File: src/rtl/psdifir_mac_sched.sv
// Sequencer that time-shares one MAC between the left and right channels of a
// circular-buffer FIR: writes each frame, sweeps all taps per channel, latches results.
module psdifir_mac_sched #(
  parameter int NTAPS    = 16384,
  parameter int AW       = 14,
  parameter int PIPE_LAT = 3,
  parameter int DW       = 18
) (
  input  logic            clock,
  input  logic            reset,
  input  logic            datain_ready,
  input  logic [DW-1:0]   left_in,
  input  logic [DW-1:0]   right_in,
  output logic            smp_wr_en,
  output logic [AW-1:0]   smp_wr_addr,
  output logic [2*DW-1:0] smp_wr_data,
  output logic [AW-1:0]   smp_rd_addr,
  output logic            smp_rd_ch,
  output logic [AW-1:0]   coef_rd_addr,
  output logic            mac_en,
  output logic            mac_clear,
  input  logic [DW-1:0]   mac_result,
  output logic [DW-1:0]   left_out,
  output logic [DW-1:0]   right_out,
  output logic            dataout_ready,
  output logic            busy,
  output logic            overrun
);
  localparam int DCW = (PIPE_LAT > 1) ? $clog2(PIPE_LAT) : 1;

  typedef enum logic [3:0] {
    INIT, IDLE, WRITE, MAC_L, DRAIN_L, STORE_L, MAC_R, DRAIN_R, STORE_R, DONE
  } state_t;

  // state_reg is the state whose outputs are currently on the output registers
  state_t         state_reg, state_next;
  logic [AW-1:0]  k_reg, k_next;
  logic [DCW-1:0] dcnt_reg, dcnt_next;
  logic [AW-1:0]  wp_reg, wp_next;

  logic            wr_en_next;
  logic [AW-1:0]   wr_addr_next;
  logic [2*DW-1:0] wr_data_next;
  logic [AW-1:0]   rd_addr_next;
  logic            rd_ch_next;
  logic [AW-1:0]   coef_addr_next;
  logic            mac_en_next;
  logic            mac_clear_next;
  logic            ready_next;
  logic            busy_next;

  always_comb begin
    state_next = state_reg;
    k_next     = k_reg;
    dcnt_next  = dcnt_reg;
    wp_next    = wp_reg;
    case (state_reg)
      INIT:    if (smp_wr_en && smp_wr_addr == AW'(NTAPS - 1)) state_next = IDLE;
      IDLE:    if (datain_ready) state_next = WRITE;
      WRITE: begin
        state_next = MAC_L;
        k_next     = '0;
      end
      MAC_L, MAC_R: begin
        if (k_reg == AW'(NTAPS - 1)) begin
          state_next = (state_reg == MAC_L) ? DRAIN_L : DRAIN_R;
          dcnt_next  = '0;
        end else begin
          k_next = k_reg + AW'(1);
        end
      end
      DRAIN_L, DRAIN_R: begin
        if (dcnt_reg == DCW'(PIPE_LAT - 1))
          state_next = (state_reg == DRAIN_L) ? STORE_L : STORE_R;
        else
          dcnt_next = dcnt_reg + DCW'(1);
      end
      STORE_L: begin
        state_next = MAC_R;
        k_next     = '0;
      end
      STORE_R: state_next = DONE;
      DONE: begin
        state_next = IDLE;
        wp_next    = wp_reg + AW'(1);
      end
      default: state_next = INIT;
    endcase
  end

  // Output registers are loaded with the decode of the state being entered.
  always_comb begin
    wr_en_next     = 1'b0;
    wr_addr_next   = '0;
    wr_data_next   = '0;
    rd_addr_next   = '0;
    rd_ch_next     = 1'b0;
    coef_addr_next = '0;
    mac_en_next    = 1'b0;
    mac_clear_next = 1'b0;
    ready_next     = 1'b0;
    busy_next      = (state_next != IDLE);
    case (state_next)
      INIT: begin
        // A cleared write enable marks the first sweep cycle after reset
        wr_en_next   = 1'b1;
        wr_addr_next = smp_wr_en ? smp_wr_addr + AW'(1) : '0;
      end
      WRITE: begin
        wr_en_next   = 1'b1;
        wr_addr_next = wp_reg;
        wr_data_next = {left_in, right_in};
      end
      MAC_L, MAC_R: begin
        rd_addr_next   = wp_reg - k_next;
        coef_addr_next = k_next;
        rd_ch_next     = (state_next == MAC_R);
        mac_en_next    = 1'b1;
        mac_clear_next = (k_next == '0);
      end
      DRAIN_R, STORE_R: rd_ch_next = 1'b1;
      DONE:             ready_next = 1'b1;
      default: ;
    endcase
  end

  always_ff @(posedge clock or posedge reset) begin
    if (reset) begin
      state_reg     <= INIT;
      k_reg         <= '0;
      dcnt_reg      <= '0;
      wp_reg        <= '0;
      smp_wr_en     <= 1'b0;
      smp_wr_addr   <= '0;
      smp_wr_data   <= '0;
      smp_rd_addr   <= '0;
      smp_rd_ch     <= 1'b0;
      coef_rd_addr  <= '0;
      mac_en        <= 1'b0;
      mac_clear     <= 1'b0;
      left_out      <= '0;
      right_out     <= '0;
      dataout_ready <= 1'b0;
      busy          <= 1'b0;
      overrun       <= 1'b0;
    end else begin
      state_reg     <= state_next;
      k_reg         <= k_next;
      dcnt_reg      <= dcnt_next;
      wp_reg        <= wp_next;
      smp_wr_en     <= wr_en_next;
      smp_wr_addr   <= wr_addr_next;
      smp_wr_data   <= wr_data_next;
      smp_rd_addr   <= rd_addr_next;
      smp_rd_ch     <= rd_ch_next;
      coef_rd_addr  <= coef_addr_next;
      mac_en        <= mac_en_next;
      mac_clear     <= mac_clear_next;
      dataout_ready <= ready_next;
      busy          <= busy_next;
      if (state_reg == STORE_L) left_out <= mac_result;
      if (state_reg == STORE_R) right_out <= mac_result;
      if (datain_ready && state_reg != IDLE) overrun <= 1'b1;
    end
  end

endmodule

File: config.mk
export PLATFORM = sky130hd
export DESIGN_NAME = psdifir_mac_sched
export DESIGN_NICKNAME = d
export VERILOG_FILES = /design/src/rtl/psdifir_mac_sched.sv
export SDC_FILE = /design/constraint.sdc
export NUM_CORES = 1
export LEC_CHECK = 0
export CORE_MARGIN = 2
export CORE_UTILIZATION = 45
export CTS_CLUSTER_SIZE = 40
export DETAILED_ROUTE_END_ITERATION = 16
export MAX_ROUTING_LAYER = met4
export PLACE_DENSITY = 0.76
export SYNTH_ARGS = -nofsm -noshare
export SYNTH_HDL_FRONTEND = slang
export SYNTH_SLANG_ARGS = --single-unit
File: constraint.sdc
create_clock -name clock -period 5.4 [get_ports clock]
set_clock_uncertainty 0.05 [all_clocks]
set_input_delay 0.54 -clock clock [delete_from_list [all_inputs] [get_ports clock]]
set_output_delay 0.54 -clock clock [all_outputs]
set_load 0.01 [all_outputs]
==> flow_summary.yaml <==
clocking:
  cts_setup_buffers: 0
  post_cts_sizing_count: 0
  ctsLongestPathBuffers: 2
  cts_tree: "built"
  cts_hold_buf: 0
  cts-buffers-inserted: 17
  clock_insertion_delay_worst_skew_ns: 0.42
  clk_pin_slew_worst_paths_ns: 0.06
  h-tree-depth: 4
  clockRootBuffer: "clkbuf_16"
  num_clock_sinks: 155
timing:
  setup_violations: 0
  final_min_period_over_clock_period_pct: 72.3
  max_freq_mhz: 256
  final_hold_viol_count: 0
  tns_ns: 0
  slew_headroom_pct: 30.2
  timing.final.max_slew_violations: 0
  period_minus_slack_ns: 3.90
  setup_repair_after_global_routing_missed_its_margin: "no"
  timing_worst_slew_pin_value_ns: 1.05
  holdWs_ns: 0.431
pwr:
  vdd.ir_drop.worst_mv: 0.208
  power_dens_cells_nw_per_um2: 260
  static-leakage-power_nw: 4.26
route:
  routed_wl_mm: 16.4
  average_vias_per_placed_instance: 5.23
  route.detailed.drc: 0
  antenna_violating_nets_post_route: 0
  drt_pass1_iterations: 5
  wire_per_inst_um: 16.4
  detailroute.via_count: 5231
  detail_route.iter0.violations: 340
synthesis:
  syn_avg_cell_area_um2: 11.1
  postSynth.topFlopCell: "dfrtp_1"
  post_synth_instance_area_um2: 6870
  async_flop_share_pct: 100
  synth_nets: 695
  netlist-cell-type-count: 50
  syn_inst: 617
  synth_warnings: 0
  yosysSeqAreaShare_pct: 56.5
  synth-edff-count: 0
  ys_seq_elements: 155
min_path:
  holdCritPathClass: "reg -> reg"
  holdCritStartpoint: "overrun"
job:
  maxCapViolations: 0
worst_setup_path:
  timing.critical_path.depth: 14
  worstSetupPathType: "reg -> reg"
  crit-reg2reg-capture: "smp_rd_addr[12]"
  critPathArrivalTime_ns: 4.15
  ff2ff_setup_slack_ns: 1.50
  setup.worst_path.start_class: "flop"
  critical_path.top_delay_family: "simple AND/OR/NAND/NOR gates"
  cpPeakStageDelay_ns: 0.59
  critical_path.endpoint: "smp_rd_addr[12]"
  data_required_time_of_the_worst_path_ns: 5.65
  worst-r2r-cell-count: 14
  critical_path_buf_inv_count: 0
  worst_setup_path_startpoint: "state_reg[1]"
  worstReg2RegStart: "state_reg[1]"
  timing.critical_path.cells: "nor2b_1 > a21oi_4 > nor3_1 > nand2_1 > xor2_1 > or2_2 > ha_1 > a21oi_1 > a21boi_0 > o21a_1 > o31ai_1 > o21ai_0 > xnor2_1 > nor2_1"
  crit_path_max_fanout: 15
  worstSetupEndpointType: "flop"
  slowest_stage: "dfrtp_1"
global_route:
  global_route.usage.met2_pct: 35.0
  globalRoute.totalOverflow: 0
  number_of_antenna_violations_at_the_first_check_in_global_routing: 0
  use_met1_pct: 25.5
  via_count_of_the_first_global_routing_pass: 5482
  grt_pass1_wl_mm: 26.6
  use_met3_pct: 6.45
  global_route.peak_usage_layer: "met2"
  largest_net_degree_at_the_start_of_global_routing: 121
  track_usage_pct: 21.6
final_layout:
  mostFrequentLayoutCell: "clkdlybuf4s50_1"
  synthToLayoutAreaGrowth_pct: 37.9
  design.final.nets: 878
  antenna_cells: 0
  reg_with_most_ffs: "smp_wr_data"
  fraction_of_final_layout_cells_sized_beyond_drive_strength_1_pct: 10.9
  layout_common_cells: "clkdlybuf4s50_1 (177), dfrtp_1 (155), nand2_1 (51)"
  largest_registers: "smp_wr_data: 36 flops, left_out: 18 flops, right_out: 18 flops"
  largest_reg_flops: 36
placed_design:
  gpl.final_weighted_congestion: 0.883
  io_buffers: 177
  detailedPlacementHpwl_mm: 11.7
die:
  initial_core_util_pct: 45.7
  die_height_um: 128
  row_count: 45
  floorplan.core_area_um2: 15000
  die-area_um2: 16300
  die_width_um: 128
  ios: 178
status:
  status: "completed"
-- cells in the mapped netlist, types with 16 or more instances --
| cell | count | area (um2) |
|---|---|---|
| nor2_1 | 46 | 173 |
| o21ai_0 | 29 | 145 |
| dfrtp_1 | 155 | 3880 |
| a21oi_1 | 16 | 80.1 |
| and2_1 | 44 | 275 |
| inv_1 | 23 | 86.3 |
| nand3_1 | 21 | 105 |
| ha_1 | 20 | 250 |
| xnor2_1 | 28 | 245 |
| xor2_1 | 18 | 158 |
| mux2_2 | 37 | 417 |
| nand2_1 | 51 | 191 |
-- worst min path at each step --
stage                     cells past startpoint  slack [ns]     endpoint
after global placement                        1        0.40      overrun
after global routing                          1        0.46      overrun
after CTS                                     1        0.44      overrun
after floorplan                               1        0.41  dcnt_reg[0]
final                                         1        0.43      overrun
after detailed placement                      1        0.41      overrun
-- worst register-to-register path: cells and delay by family, from the launching register on --
| kind | cells | cell delay (ns) |
|---|---|---|
| AOI/OAI and AO/OA | 6 | 1.22 |
| xor gates and xnor gates | 2 | 0.30 |
| adders and majority gates | 1 | 0.35 |
| DFF | 1 | 0.59 |
| and+or+nand+nor | 5 | 1.25 |
-- area by class of cell --
cell class | count | area [um2]
tap | 188 | 235
clock buffer | 20 | 457
inverter | 23 | 91.3
sequential | 155 | 3880
fill | 1159 | 5570
clock inverter | 12 | 160
multi-input combinational | 419 | 2820
timing repair buffer | 184 | 1820
-- per-layer routing --
metal | part of all wire (%) | up-vias
met3 | 6.6 | 22
met5 | 0 | -
met4 | 1.5 | 0
met1 | 41 | 2552
li1 | - | 2458
met2 | 51 | 199
-- report_power, final --
| group | internal, mW | switching, mW | total, mW |
|---|---|---|---|
| logic | 0.0361 | 0.0283 | 0.0644 |
| clock network | 0.756 | 0.478 | 1.23 |
| registers | 1.16 | 0.0000000000000000224 | 1.16 |
| total | 1.95 | 0.506 | 2.46 |
-- through the flow --
step	util (%)	power, mW	area [um2]	std cells	setup WS (ns)
after floorplan	-	1.20	6870	617	0.632
after global placement	58.9	1.25	8850	969	1.74
after detailed placement	58.9	1.25	8850	969	1.57
after CTS	63.0	2.48	9470	1001	1.55
after global routing	63.0	2.55	9470	1001	1.24
final	63.0	2.46	9470	1001	1.50
-- cell families after synthesis --
| logic type | after synthesis | synth area share [%] |
|---|---|---|
| AOI/OAI and AO/OA | 72 | 6.52 |
| DFF | 155 | 56.5 |
| adders and majority gates | 21 | 3.94 |
| xor gates and xnor gates | 46 | 5.87 |
| buffers and inverters | 43 | 2.53 |
| muxes | 40 | 6.58 |
| and+or+nand+nor | 240 | 18.1 |
(Power assumes the default switching activity.)
